<file path="src/rtl/imem_loader.sv">
// Streams 32-bit instruction words into a byte-wide instruction memory,
// little-endian, through a small word FIFO, with session state and bounds checking.
module imem_loader #(
    parameter int unsigned BASE_ADDR  = 0,
    parameter int unsigned MEM_BYTES  = 1024,
    parameter int unsigned FIFO_DEPTH = 4
) (
    input  logic        clk,
    input  logic        rst,
    input  logic        start,
    input  logic        in_valid,
    input  logic [31:0] in_word,
    input  logic        in_last,
    output logic        in_ready,
    output logic        mem_we,
    output logic [31:0] mem_addr,
    output logic [7:0]  mem_wdata,
    output logic        busy,
    output logic        done,
    output logic        overflow,
    output logic [15:0] word_count
);

    localparam int PTR_W = (FIFO_DEPTH > 1) ? $clog2(FIFO_DEPTH) : 1;
    localparam int CNT_W = $clog2(FIFO_DEPTH + 1);
    localparam logic [PTR_W-1:0] PTR_LAST = PTR_W'(FIFO_DEPTH - 1);
    localparam logic [CNT_W-1:0] CNT_FULL = CNT_W'(FIFO_DEPTH);

    typedef enum logic [1:0] {
        S_IDLE,
        S_LOAD,
        S_DONE
    } state_t;

    state_t r_state;
    state_t w_state_nxt;

    // FIFO: {last, word} per entry
    logic [32:0]      r_fifo_mem [FIFO_DEPTH];
    logic [PTR_W-1:0] r_wr_ptr;
    logic [PTR_W-1:0] r_rd_ptr;
    logic [CNT_W-1:0] r_count;
    logic             r_last_seen;

    // byte writer: word being serialised, then a registered output stage
    logic        r_cur_valid;
    logic [1:0]  r_cur_idx;
    logic [31:0] r_cur_word;
    logic        r_cur_last;

    logic [31:0] r_ptr;
    logic        r_mem_we;
    logic [31:0] r_mem_addr;
    logic [7:0]  r_mem_wdata;
    logic        r_out_word_end;
    logic        r_out_last;
    logic        r_overflow;
    logic [15:0] r_word_count;

    logic        w_start;
    logic        w_fifo_full;
    logic        w_fifo_empty;
    logic        w_in_ready;
    logic        w_push;
    logic        w_pop;
    logic [32:0] w_head;
    logic [31:0] w_byte_addr;
    logic        w_in_range;
    logic [7:0]  w_byte_data;

    function automatic logic [PTR_W-1:0] ptr_next(input logic [PTR_W-1:0] p);
        return (p == PTR_LAST) ? '0 : p + PTR_W'(1);
    endfunction

    // start is only honoured outside LOAD; rst gates it through the async reset
    assign w_start      = start && (r_state != S_LOAD);
    assign w_fifo_full  = (r_count == CNT_FULL);
    assign w_fifo_empty = (r_count == '0);
    // No bypass: a full FIFO refuses a word even if a pop happens this cycle.
    assign w_in_ready   = (r_state == S_LOAD) && !w_fifo_full && !r_last_seen;
    assign w_push       = in_valid && w_in_ready;
    assign w_pop        = (r_state == S_LOAD) && !w_fifo_empty &&
                          (!r_cur_valid || (r_cur_idx == 2'd3));
    assign w_head       = r_fifo_mem[r_rd_ptr];

    assign w_byte_addr  = r_ptr + {30'd0, r_cur_idx};
    assign w_in_range   = ({1'b0, w_byte_addr} < 33'(MEM_BYTES));

    // NOTE: every output of a combinational block gets a default first so no latch is inferred.
    always_comb begin
        w_byte_data = r_cur_word[7:0];
        unique case (r_cur_idx)
            2'd0:    w_byte_data = r_cur_word[7:0];
            2'd1:    w_byte_data = r_cur_word[15:8];
            2'd2:    w_byte_data = r_cur_word[23:16];
            default: w_byte_data = r_cur_word[31:24];
        endcase
    end

    always_comb begin
        w_state_nxt = r_state;
        unique case (r_state)
            S_IDLE:  if (start) w_state_nxt = S_LOAD;
            S_LOAD:  if (r_out_word_end && r_out_last) w_state_nxt = S_DONE;
            S_DONE:  if (start) w_state_nxt = S_LOAD;
            default: w_state_nxt = S_IDLE;
        endcase
    end

    // NOTE: sequential state uses non-blocking assignments so every flop samples pre-edge values.
    always_ff @(posedge clk or posedge rst) begin
        if (rst) r_state <= S_IDLE;
        else     r_state <= w_state_nxt;
    end

    // NOTE: the FIFO storage is deliberately not reset; the pointers and count define validity.
    always_ff @(posedge clk) begin
        if (w_push) r_fifo_mem[r_wr_ptr] <= {in_last, in_word};
    end

    always_ff @(posedge clk or posedge rst) begin
        if (rst) begin
            r_wr_ptr    <= '0;
            r_rd_ptr    <= '0;
            r_count     <= '0;
            r_last_seen <= 1'b0;
        end else if (w_start) begin
            r_wr_ptr    <= '0;
            r_rd_ptr    <= '0;
            r_count     <= '0;
            r_last_seen <= 1'b0;
        end else begin
            if (w_push) begin
                r_wr_ptr <= ptr_next(r_wr_ptr);
                if (in_last) r_last_seen <= 1'b1;
            end
            if (w_pop) r_rd_ptr <= ptr_next(r_rd_ptr);
            unique case ({w_push, w_pop})
                2'b10:   r_count <= r_count + CNT_W'(1);
                2'b01:   r_count <= r_count - CNT_W'(1);
                default: r_count <= r_count;
            endcase
        end
    end

    always_ff @(posedge clk or posedge rst) begin
        if (rst) begin
            r_cur_valid <= 1'b0;
            r_cur_idx   <= 2'd0;
            r_cur_word  <= '0;
            r_cur_last  <= 1'b0;
        end else if (w_start) begin
            r_cur_valid <= 1'b0;
            r_cur_idx   <= 2'd0;
        end else if (w_pop) begin
            r_cur_valid <= 1'b1;
            r_cur_idx   <= 2'd0;
            r_cur_word  <= w_head[31:0];
            r_cur_last  <= w_head[32];
        end else if (r_cur_valid) begin
            if (r_cur_idx == 2'd3) r_cur_valid <= 1'b0;
            else                   r_cur_idx   <= r_cur_idx + 2'd1;
        end
    end

    // Output stage: the byte slot is consumed even when out of range; only the strobe is suppressed.
    always_ff @(posedge clk or posedge rst) begin
        if (rst) begin
            r_ptr          <= BASE_ADDR;
            r_mem_we       <= 1'b0;
            r_mem_addr     <= '0;
            r_mem_wdata    <= '0;
            r_out_word_end <= 1'b0;
            r_out_last     <= 1'b0;
            r_overflow     <= 1'b0;
            r_word_count   <= '0;
        end else if (w_start) begin
            r_ptr          <= BASE_ADDR;
            r_mem_we       <= 1'b0;
            r_mem_addr     <= '0;
            r_mem_wdata    <= '0;
            r_out_word_end <= 1'b0;
            r_out_last     <= 1'b0;
            r_overflow     <= 1'b0;
            r_word_count   <= '0;
        end else begin
            r_mem_we       <= r_cur_valid && w_in_range;
            r_out_word_end <= r_cur_valid && (r_cur_idx == 2'd3);
            r_out_last     <= r_cur_valid && (r_cur_idx == 2'd3) && r_cur_last;
            if (r_cur_valid) begin
                r_mem_addr  <= w_byte_addr;
                r_mem_wdata <= w_byte_data;
                if (!w_in_range)        r_overflow <= 1'b1;
                if (r_cur_idx == 2'd3)  r_ptr      <= r_ptr + 32'd4;
            end
            // a word counts once its byte 3 has been presented
            if (r_out_word_end && (r_word_count != 16'hFFFF))
                r_word_count <= r_word_count + 16'd1;
        end
    end

    assign in_ready   = w_in_ready;
    assign mem_we     = r_mem_we;
    assign mem_addr   = r_mem_addr;
    assign mem_wdata  = r_mem_wdata;
    assign busy       = (r_state == S_LOAD);
    assign done       = (r_state == S_DONE);
    assign overflow   = r_overflow;
    assign word_count = r_word_count;

endmodule
</file>
<file path="config.mk">
export PLATFORM = sky130hd
export DESIGN_NAME = imem_loader
export DESIGN_NICKNAME = d
export VERILOG_FILES = /design/src/rtl/imem_loader.sv
export SDC_FILE = /design/constraint.sdc
export NUM_CORES = 1
export LEC_CHECK = 0
export CORE_MARGIN = 5
export CORE_UTILIZATION = 63
export CTS_BUF_LIST = sky130_fd_sc_hd__clkbuf_8
export DETAILED_ROUTE_END_ITERATION = 12
export HOLD_SLACK_MARGIN = 0.06
export PLACE_DENSITY = 0.83
export SLEW_MARGIN = 20
export SYNTH_ARGS = -nofsm -noshare
export SYNTH_HDL_FRONTEND = slang
export SYNTH_SLANG_ARGS = --single-unit
export TNS_END_PERCENT = 20
</file>
<file path="constraint.sdc">
create_clock -name clk -period 8.4 [get_ports clk]
set_input_delay 1.26 -clock clk [delete_from_list [all_inputs] [get_ports clk]]
set_output_delay 1.26 -clock clk [all_outputs]
set_load 0.02 [all_outputs]
</file>
* Yosys cells after proc, flatten, opt, wreduce, memory -nomap -nowiden *
Memory sizes are Yosys's and may differ from the RTL's. A register that Yosys moved wholly into a read port is not among the register bits.
Cells that the tools add are included.
Widths: inputs -> output; s select.

word-level totals
  register bits after elaboration = 105
  memory bits (writable) = 132
  output and inout port bits = 61
  logic and storage cells = 116
  memories = 1

operators by class
  add/sub/neg operators = 8
  magnitude comparators = 1
  equal/unequal tests = 16
  multiplexer cells = 40
  bitwise logic cells = 1
  reductions and logical operators = 34

memory list
  memory      depth  bits a word  rd ports  clocked after Yosys merged registers in  wr ports  RTL line  text
  r_fifo_mem  4      33           1         1                                        1         39        logic [32:0] r_fifo_mem [FIFO_DEPTH];

operators by type and width
  cell                   number
  $mux 32                5
  $add 32x2->32          1
  $add 32x3->32 const B  1
  $lt 32x11->1 const B   1
  $mux 16                2
  $mux 2                 12
  $pmux 8 s3             1
  $add 16x1->16 const B  1
  $mux 8                 2
  $ne 16x16->1 const B   1
  $mux 1                 15
  $eq 2x2->1 const B     6
  $reduce_and 2->1       6
  $reduce_bool 2->1      6
  $logic_and 1x1->1      11
  $add 2x1->2 const B    3
  $eq 2x1->1 const B     3
  $ne 2x1->1 const B     3
  $pmux 3 s2             1
  $reduce_bool 3->1      2
  $logic_not 1->1        4
  $logic_not 2->1        2
  $pmux 2 s2             1
  $add 3x1->3 const B    1
  other kinds (9)        9

* Depth between registers and ports, before layout *
Gate-level depths: netlist (run 1).

  depth in word-level cells = 8
  mapped depth = 9

* Worst setup path after synthesis (run 1) *
OpenSTA, ideal clock, no wires.

  path type = input to register
  from = in in_valid
  to = mem r_fifo_mem[3][0], enable pin
  data arrival time = 3.018 ns
  required time = 8.007 ns
  path slack = 4.989 ns
  cell stages on the path = 3
  path buffers = 1
  cell sequence = nor4b_1 > clkbuf_1 > and2_1

between the ends
  longest elaborated chain between the ends = 3

ends and longest elaborated chain
  element                       RTL line  text
  start: declaration            11        input logic in_valid,
  $logic_and 1x1->1             81        assign w_push = in_valid && w_in_ready;
  $mux 1                        118       if (w_push) r_fifo_mem[r_wr_ptr] <= {in_last, in_word};
  $mux 1 (implied by the code)  118
  end: declaration              39

No other way between the ends.

* Worst setup path in the final report (run 1) *
  from = reg r_state[1]
  to = out in_ready

between the ends
  longest elaborated chain between the ends = 3

ends and longest elaborated chain
  element                          RTL line  text
  start: declaration               35        state_t r_state;
  start signal: assignment         113       else r_state <= w_state_nxt;
  $eq 2x1->1                       80        assign w_in_ready = (r_state == S_LOAD) && !w_fifo_full && !r_last_seen;
  $logic_and 1x1->1 (2 in series)  80
  end: declaration                 14        output logic in_ready,

No other way between the ends.

==> results of run 1 <==
[worst max path at each step]
stage | to | depth (start not counted) | start | slack, ns
final | in_ready | 3 | r_state[1] | 4.86
after global routing | in_ready | 3 | r_state[1] | 4.77
after CTS | in_ready | 3 | r_state[1] | 4.86
after detailed placement | r_cur_valid | 3 | rst | 5.02
after global placement | r_cur_valid | 3 | rst | 5.10
after floorplan | mem_addr[0] | 1 | rst | 3.50
[layout by cell type, fill, tap and decap left out, types with 3 or more instances in the layout]
cell / netlist / final
o31ai_1: 4 / 4
nor3_1: 15 / 14
clkbuf_8: 0 / 47
or3_1: 5 / 5
nor2_1: 95 / 95
or4_1: 3 / 3
o21ai_0: 17 / 17
nor4_1: 12 / 12
inv_1: 10 / 16
and2_1: 6 / 6
nand3_1: 19 / 19
buf_4: 0 / 10
and3_1: 7 / 7
mux2i_1: 43 / 43
mux4_2: 33 / 33
dfrtp_2: 0 / 3
clkinv_2: 0 / 9
edfxtp_1: 132 / 132
and4_1: 3 / 3
a31oi_1: 3 / 3
nand2_1: 132 / 132
xnor2_1: 12 / 12
nand4_1: 15 / 15
dfrtp_1: 136 / 133
a222oi_1: 8 / 8
a21oi_1: 9 / 9
ha_1: 11 / 11
clkdlybuf4s50_1: 0 / 97
clkinv_1: 1 / 12
xor2_1: 22 / 22
[cell type report]
| class | count | area [sq um] |
|---|---|---|
| clock buffer | 47 | 647 |
| clock inverter | 31 | 169 |
| fill | 1034 | 4170 |
| inverter | 12 | 47.5 |
| multi-input combinational | 496 | 3430 |
| sequential | 268 | 7370 |
| tap | 225 | 282 |
| timing repair buffer | 108 | 1060 |
[worst register-to-register path: stages, from the launching register on]
cell     delay, ns
dfrtp_1       0.45
ha_1          0.67
nor2b_1       0.25
nor3_4        0.73
buf_4         0.35
mux2i_1       0.13
a31oi_1       0.24
o31ai_1       0.11
[power by group through the flow]
stage / registers (uW) / clock network [uW] / logic (uW)
floorplan: 1780 / 0 / 741
finish: 1790 / 1040 / 1090
CTS: 1790 / 1060 / 1110
detailed placement: 1810 / 0 / 1100
global route: 1810 / 1130 / 1210
global placement: 1790 / 0 / 1040
[cell families (layout without fill, tap and decap cells)]
family	Yosys count	count (layout)	synth area share (%)
AOI/OAI and AO/OA	50	50	3.05
muxes	76	76	10.7
xor gates and xnor gates	34	34	2.71
adders and majority gates	12	12	1.44
and+or+nand+nor	324	324	13.2
buffers and inverters	52	198	1.79
DFF	268	268	67.1
[metrics by stage]
step                area [sq um]  instances  setup WS (ns)  utilization, %
finish                     13000       1187           4.86            75.7
global route               13000       1187           4.77            75.7
CTS                        13000       1187           4.86            75.7
detailed placement         12200       1109           5.02            71.0
global placement           12200       1109           5.10            70.9
floorplan                  11000        816           3.50               -
[state kept, by name, summed over array words and instances, names as in the netlist, 2 cells and up]
| register | count |
|---|---|
| mem_addr | 32 |
| mem_wdata | 8 |
| r_count | 3 |
| r_cur_idx | 2 |
| r_cur_word | 32 |
| r_fifo_mem | 132 |
| r_ptr | 30 |
| r_rd_ptr | 2 |
| r_state | 2 |
| r_wr_ptr | 2 |
| word_count | 16 |
[per-layer routing]
metal	vias to the layer above	global-route usage [%]	part of all wire (%)
li1	3189	-	-
met1	3500	30.4	38
met2	327	40.3	51
met3	58	4.54	7.5
met4	0	8.43	2.7
met5	-	0	0
==> summary.md, run 1 <==
| Metric | Value |
|---|---|
| Post-Syn Area per Cell | `13.5 sq um` |
| Post-CTS Setup Bufs | `0` |
| FF-to-FF setup slack | `5.32 ns` |
| Final Hold Fails | `0` |
| Tightest Pin Transition | `0.969 ns` |
| Mapped Area | `11000 sq um` |
| Critical Path Start Type | `register` |
| Initial antenna violation count | `0` |
| Primary FF master, synth | `dfrtp_1` |
| Post-route clock period utilization | `42.1%` |
| Setup tns final | `0 ns` |
| Nets@finish | `978` |
| CTS tree | `done` |
| Vias in the first global route | `7347` |
| Yosys reg bits | `268` |
| Max cap viols | `0` |
| Hold endpoint | `r_out_last` |
| Static leakage | `0.00547 uW` |
| Inserted Clock Buffers | `43` |
| ANT cells | `0` |
| First-pass GRT wire length | `37.6 mm` |
| Cells after synthesis | `816` |
| Total Wirelength | `23.1 mm` |
| Max-slew headroom | `35.4%` |
| Post-synthesis cell type count | `46` |
| CP required | `7.14 ns` |
| Sw Ratio | `33.0%` |
| P_int | `2630 uW` |
| Final clock skew | `0.0247 ns` |
| Number of flops mapped to enable cells by yosys | `132` |
| Most common cell in the synthesized netlist | `dfrtp_1` |
| Synth warn | `0` |
| Cell area power density | `302 nW/um^2` |
| Sequential power share | `45.7%` |
| Top-area cell type share of the netlist area | `36.1%` |
| RSZ-0062 raised after global routing | `no` |
| Row count | `48` |
| Hold Path Stages | `1` |
| First-pass DRT Iterations | `5` |
| Worst hold start | `r_cur_last` |
| Via count | `7074` |
| Placer Congestion | `0.912` |
| Status | `finished, final reports clean` |
| CP bufs+invs | `1` |
| Largest cells by area after synthesis | `edfxtp_1 (36%), dfrtp_1 (31%), mux4_2 (6.8%), nand2_1 (4.5%), mux2i_1 (3.9%)` |
| FMAX | `283 MHz` |
| Worst path slowest cell | `clkdlybuf4s50_1` |
| Post-DP HPWL | `15.1 mm` |
| Total die area | `20200 sq um` |
| Overall power | `3930 uW` |
| Critical path arrival | `2.28 ns` |
| Syn-to-layout area delta | `18.5%` |
| Sequential share of the synthesized area | `67.1%` |
| Die Height | `142 um` |
| Post-synth net total | `865` |
| Die width | `142 um` |
| Min Tclk post-route | `3.54 ns` |
| Comb power frac | `27.8%` |
| Maximum VDD drop | `193 uV` |
| Number of DRC markers in iteration 0 | `682` |
| Final Max Slew Viols | `0` |
| CP cell instances | `nand2b_1 > nor3_1 > clkdlybuf4s50_1` |
| Switch Pwr | `1300 uW` |
| Overflow after GRT | `0` |
| RR Endpoint | `r_count[2]` |
| Final setup viols | `0` |
| Critical path class | `reg -> out` |
| PostCTS Resize Cnt | `0` |
| Max Root-Sink Buffers | `3` |
| Port buffer count | `97` |
| Register-to-Register Path Depth | `7` |
| Synth area leader | `edfxtp_1` |
| Post-route ant nets | `0` |
| Worst-path fanout max | `9` |
| Hold_ws | `0.465 ns` |
| Clock power frac | `26.5%` |
| Layout cell share with drive strength beyond 1 | `12.0%` |
| Post-CTS Hold Buffers | `0` |
| CP max stage delay | `0.66 ns` |
| Starting density of the core | `63.9%` |
| Worst setup EP type | `primary output` |
| Top-level I/O count | `98` |
| Largest net degree at the start of global routing | `95` |
| Core area | `17200 sq um` |
| Clk sinks | `268` |
| Worst Hold Class | `reg -> reg` |
| Crit-path leading delay family | `simple AND/OR/NAND/NOR gates` |
| WL/cell | `19.5 um` |
| Top post-synthesis cells by count | `dfrtp_1 (136), edfxtp_1 (132), nand2_1 (132)` |
| Latest clock arrival within the worst-skew pair | `0.54 ns` |
| H-tree depth | `2` |
| Via-to-Cell Ratio | `5.96` |
| Reg-to-reg critical path startpoint | `r_cur_idx[1]` |
| Gr usage total | `23.6%` |
| Async set-reset flop share out of synthesis | `50.7%` |
| Reg clk slew, reported paths | `0.06 ns` |
| DRC | `0` |
| Clock root buffer | `clkbuf_8` |
No activity file was read; power rests on OpenSTA's default activity.
==> inputs of run 2 (changes only) <==
- CORE_UTILIZATION: 63 -> 60
- PLACE_DENSITY: 0.83 -> 0.8
- clock period: 8.4 -> 3.44 ns (I/O delays scaled with it)
==> summary.md, run 2 (synthesis results as in run 1) <==
| Metric | Value |
|---|---|
| Status | `finished, final reports clean (unchanged)` |
| First-pass DRT Iterations | `5 (unchanged)` |
| Die width | `145 um (was 142 um)` |
| ANT cells | `0 (unchanged)` |
| Syn-to-layout area delta | `19.1% (was 18.5%)` |
| Inserted Clock Buffers | `42 (was 43)` |
| Tightest Pin Transition | `0.865 ns (was 0.969 ns)` |
| Overflow after GRT | `0 (unchanged)` |
| Vias in the first global route | `7194 (was 7347)` |
| Cell area power density | `728 nW/um^2 (was 302 nW/um^2)` |
| Final clock skew | `0.0220 ns (was 0.0247 ns)` |
| Total Wirelength | `21.7 mm (was 23.1 mm)` |
| Post-route ant nets | `0 (unchanged)` |
| Max cap viols | `0 (unchanged)` |
| Post-CTS Setup Bufs | `0 (unchanged)` |
| Setup tns final | `0 ns (unchanged)` |
| Final Hold Fails | `0 (unchanged)` |
| Most frequent cells in the layout | `dfrtp_1 (134), nand2_1 (132), edfxtp_1 (132) (was dfrtp_1 (133), nand2_1 (132), edfxtp_1 (132))` |
| Worst Hold Class | `in -> async (was reg -> reg)` |
| CP cell instances | `nand2b_1 > nor3_1 > clkdlybuf4s50_1 (unchanged)` |
| DRC | `0 (unchanged)` |
| Top-level I/O count | `98 (unchanged)` |
| First-pass GRT wire length | `36.5 mm (was 37.6 mm)` |
| Worst path slowest cell | `clkdlybuf4s50_1 (unchanged)` |
| Final Max Slew Viols | `0 (unchanged)` |
| Clock root buffer | `clkbuf_8 (unchanged)` |
| Hold_ws | `0.415 ns (was 0.465 ns)` |
| Largest Register | `r_fifo_mem (unchanged)` |
| WL/cell | `18.2 um (was 19.5 um)` |
| Row count | `49 (was 48)` |
| Post-DP HPWL | `14.1 mm (was 15.1 mm)` |
| Final setup viols | `0 (unchanged)` |
| Gr usage total | `20.9% (was 23.6%)` |
| Port buffer count | `97 (unchanged)` |
| Worst-path fanout max | `9 (unchanged)` |
| Reg clk slew, reported paths | `0.06 ns (about the same)` |
| Post-CTS Hold Buffers | `0 (unchanged)` |
| Pre-CTS WS | `0.973 ns (was 5.02 ns)` |
| Largest net degree at the start of global routing | `88 (was 95)` |
| CTS tree | `done (unchanged)` |
| Number of DRC markers in iteration 0 | `529 (was 682)` |
| Layout cell share with drive strength beyond 1 | `12.2% (was 12.0%)` |
| Initial antenna violation count | `0 (unchanged)` |
| Maximum VDD drop | `489 uV (was 193 uV)` |
| PostCTS Resize Cnt | `0 (unchanged)` |
| Worst setup margin | `0.838 ns (was 4.86 ns)` |
| Via count | `6888 (was 7074)` |
| Max FFs per register | `132 (unchanged)` |
| Filler Cell Count | `1172 (was 1034)` |
| Static leakage | `0.00553 uW (was 0.00547 uW)` |
| Max-slew headroom | `42.3% (was 35.4%)` |
| CP max stage delay | `0.64 ns (was 0.66 ns)` |
| Placer Congestion | `0.926 (was 0.912)` |
| Critical path class | `reg -> out (unchanged)` |
| Critical Path Start Type | `register (unchanged)` |
| RSZ-0062 raised after global routing | `no (unchanged)` |
| FMAX | `384 MHz` |
| Worst setup EP type | `primary output (unchanged)` |
| Commonest non-fill, non-tap cell in the layout | `dfrtp_1 (unchanged)` |
| CP required | `2.92 ns (was 7.14 ns)` |
| Total die area | `21100 sq um (was 20200 sq um)` |
| Min Tclk post-route | `2.60 ns` |
| Max Root-Sink Buffers | `3 (unchanged)` |
| H-tree depth | `2 (unchanged)` |
| Core area | `18000 sq um (was 17200 sq um)` |
| Post-route clock period utilization | `75.6%` |
| Via-to-Cell Ratio | `5.77 (was 5.96)` |
| Clk sinks | `268 (unchanged)` |
| Die Height | `145 um (was 142 um)` |
| Latest clock arrival within the worst-skew pair | `0.54 ns (about the same)` |
| Nets@finish | `981 (was 978)` |
| Critical path arrival | `2.09 ns (was 2.28 ns)` |
| Starting density of the core | `61.1% (was 63.9%)` |
==> run 2: critical path, delay by kind of cell (launching register included) <==
kind          cells  cell delay [ns]
simple gates      2             0.54
buf+inv           1             0.64
flops             1             0.37
==> run 2: final cells by class <==
| class | instances | area, sq um | area share, % |
|---|---|---|---|
| inverters | 12 | 48.8 | 0.373 |
| well taps | 229 | 287 | 2.19 |
| clock inverters | 23 | 104 | 0.794 |
| clock buffers | 53 | 729 | 5.58 |
| repair buffers | 112 | 1110 | 8.48 |
| flip-flops and latches | 268 | 7370 | 56.4 |
| multi-input cells | 496 | 3430 | 26.2 |
==> run 2: through the flow <==
stage          cell area (sq um)  std cells  utilization [%]  total power, uW
2_1_floorplan              11000        816                -             6160
3_3_place_gp               12200       1117             68.1             6920
3_5_place_dp               12200       1117             68.1             7040
4_1_cts                    13100       1193             72.8             9630
5_1_grt                    13100       1193             72.8            10100
6_report                   13100       1193             72.8             9510
==> run 2: path summary, 6_finish.rpt <==
path | slack, ns | start | endpoint | cells after the start
setup / recovery | 0.84 | r_state[1] | in_ready | 3
hold / removal | 0.42 | rst | word_count[11] | 2
setup reg to reg | 1.01 | r_cur_idx[0] | r_count[2] | 9
hold reg to reg | 0.47 | r_cur_word[26] | r_cur_word[26] | 2
max in group asynchronous | 2.19 | rst | r_ptr[24] | 3
min in group clk | 0.47 | r_cur_word[26] | r_cur_word[26] | 2
==> run 2: where the power goes <==
| group | internal (uW) | total [uW] | leakage, uW | switching [uW] |
|---|---|---|---|---|
| combinational | 1130 | 2570 | 0.00205 | 1440 |
| clock | 1390 | 2560 | 0.000488 | 1170 |
| sequential | 3960 | 4380 | 0.00299 | 422 |
==> run 2: per-layer routing <==
metal	vias up	GRT usage [%]	share of wire, %
met3	44	4.52	6.3
met4	0	6.86	2.2
met1	3433	27.6	41
met2	224	34.9	51
met5	-	0	0
li1	3187	-	-
==> inputs of run 3 (changes only) <==
- CORE_UTILIZATION: 60 -> 54
- PLACE_DENSITY: 0.8 -> 0.75
- clock period: 3.44 -> 2.1 ns (I/O delays scaled with it)
==> summary.md, run 3 (synthesis results as in run 1) <==
| Metric | Value |
|---|---|
| Final Hold Fails | `0 (unchanged)` |
| CP required | `2.58 ns (was 2.92 ns)` |
| Final Max Slew Viols | `0 (unchanged)` |
| Worst Hold Class | `in -> async (unchanged)` |
| Largest net degree at the start of global routing | `54 (was 88)` |
| Post-Place Cell Area | `12600 sq um (was 12200 sq um)` |
| RSZ-0062 raised after global routing | `yes (was no)` |
| Worst setup margin | `-0.0193 ns (was 0.838 ns)` |
| Commonest non-fill, non-tap cell in the layout | `dfrtp_1 (unchanged)` |
| Cell area power density | `1180 nW/um^2 (was 728 nW/um^2)` |
| Most frequent cells in the layout | `dfrtp_1 (134), nand2_1 (132), edfxtp_1 (132) (unchanged)` |
| Worst setup EP type | `register (was primary output)` |
| Tightest Pin Transition | `0.581 ns (was 0.865 ns)` |
| Core area | `20100 sq um (was 18000 sq um)` |
| Initial antenna violation count | `0 (unchanged)` |
| Gr usage total | `19.8% (was 20.9%)` |
| Max Root-Sink Buffers | `3 (unchanged)` |
| Multi-input gate area | `3450 sq um (was 3430 sq um)` |
| Max FFs per register | `132 (unchanged)` |
| Inserted Clock Buffers | `43 (was 42)` |
| Final setup viols | `1 (was 0)` |
| Setup tns final | `-0.0193 ns (was 0 ns)` |
| Placer Congestion | `0.907 (was 0.926)` |
| CTS tree | `done (unchanged)` |
| Overall power | `16000 uW (was 9510 uW)` |
| Static leakage | `0.00578 uW (was 0.00553 uW)` |
| Status | `complete, but fails checks (was finished, final reports clean)` |
| H-tree depth | `2 (unchanged)` |
| Critical path arrival | `2.60 ns (was 2.09 ns)` |
| Die width | `153 um (was 145 um)` |
| First-pass DRT Iterations | `5 (unchanged)` |
| Via-to-Cell Ratio | `5.49 (was 5.77)` |
| Number of DRC markers in iteration 0 | `453 (was 529)` |
| Reg clk slew, reported paths | `0.06 ns (about the same)` |
| Post-route ant nets | `0 (unchanged)` |
| Worst-path fanout max | `3 (was 9)` |
| Min Tclk post-route | `2.12 ns` |
| Total die area | `23300 sq um (was 21100 sq um)` |
| Critical Path Start Type | `register (unchanged)` |
| Pre-CTS WS | `-0.0399 ns (was 0.973 ns)` |
| Failing checks | `setup timing` |
| Die Height | `153 um (was 145 um)` |
| Register area | `7370 sq um (unchanged)` |
| Largest Register | `r_fifo_mem (unchanged)` |
| Starting density of the core | `54.6% (was 61.1%)` |
| Overflow after GRT | `0 (unchanged)` |
| Post-Layout Inst Area | `13500 sq um (was 13100 sq um)` |
| Post-route clock period utilization | `101%` |
| Post-DP HPWL | `15.0 mm (was 14.1 mm)` |
| Top-level I/O count | `98 (unchanged)` |
| Filler Cell Count | `1443 (was 1172)` |
| Vias in the first global route | `7129 (was 7194)` |
| Clk sinks | `268 (unchanged)` |
| Max cap viols | `0 (unchanged)` |
| Final clock skew | `0.0175 ns (was 0.0220 ns)` |
| Row count | `52 (was 49)` |
| FMAX | `472 MHz` |
| DP Cell Count | `1190 (was 1117)` |
| Syn-to-layout area delta | `23.2% (was 19.1%)` |
| Maximum VDD drop | `718 uV (was 489 uV)` |
| Port buffer count | `97 (unchanged)` |
| Max-slew headroom | `61.3% (was 42.3%)` |
| Clock root buffer | `clkbuf_8 (unchanged)` |
| Via count | `6987 (was 6888)` |
| Layout cell share with drive strength beyond 1 | `15.7% (was 12.2%)` |
| Nets@finish | `1016 (was 981)` |
| ANT cells | `0 (unchanged)` |
| Latest clock arrival within the worst-skew pair | `0.56 ns (was 0.54 ns)` |
| WL/cell | `17.8 um (was 18.2 um)` |
| Non-filler cells in the finished layout | `1272 (was 1193)` |
| DRC | `0 (unchanged)` |
| First-pass GRT wire length | `37.5 mm (was 36.5 mm)` |
| Total Wirelength | `22.7 mm (was 21.7 mm)` |
| Critical path class | `reg -> reg (was reg -> out)` |
==> run 3: cell count changes in the layout (fill, tap and decap cells not counted), moves of 3 or more <==
cell / change
buf_12: +8
buf_4: +26
clkdlybuf4s50_1: -3
inv_1: +6
==> run 3: power breakdown <==
group	total [uW]	switching [uW]	internal [uW]
clock network	4340	1990	2350
logic	4640	2620	2020
registers	7000	526	6480
total	16000	5140	10800
==> run 3: final cells by class <==
type,count,area share [%]
Multi-Input combinational cell,496,25.5
Tap cell,270,2.50
Timing Repair Buffer,146,10.8
Clock buffer,51,5.19
Inverter,12,0.361
Clock inverter,29,1.16
Sequential cell,268,54.5
==> run 3: metal layers <==
| metal | wire (um) | share of wire (%) | track usage, % |
|---|---|---|---|
| met5 | 0 | 0 | 0 |
| met1 | 9780 | 43 | 26.6 |
| met3 | 1330 | 5.9 | 3.64 |
| met2 | 11200 | 49 | 33.4 |
| met4 | 375 | 1.7 | 5.98 |
==> run 3: timing repair <==
action                                  in CTS  in global routing
buffers inserted                             0                  2
pin swaps                                    1                  5
endpoints found under the setup margin       3                  6
resized for setup                            7                  7
hold buffers                                 0                  0
endpoints found under the hold margin        0                  0
==> run 3: per-stage QoR <==
stage,hold WS (ns),utilization [%]
final,0.101,67.3
after global routing,0.121,67.3
after global placement,0.452,62.8
after detailed placement,0.462,62.8
after CTS,0.0777,67.1
after floorplan,0.414,-
==> run 3: worst paths after layout <==
kind | start | endpoint | slack [ns] | cells after the start
max | r_ptr[10] | r_ptr[27] | -0.02 | 5
min | rst | word_count[13] | 0.10 | 2
max reg2reg | r_ptr[10] | r_ptr[27] | -0.02 | 5
min reg2reg | r_cur_last | r_cur_last | 0.47 | 2
max in group asynchronous | rst | r_cur_valid | 1.40 | 3
min in group clk | start | r_state[0] | 0.40 | 3
==> run 3: critical path: stages, from the launching register on <==
cell and delay, ns:
dfrtp_1 0.36, nand4_2 0.15, or4_4 0.55, or4_4 0.54
or3_4 0.34, a21oi_2 0.11
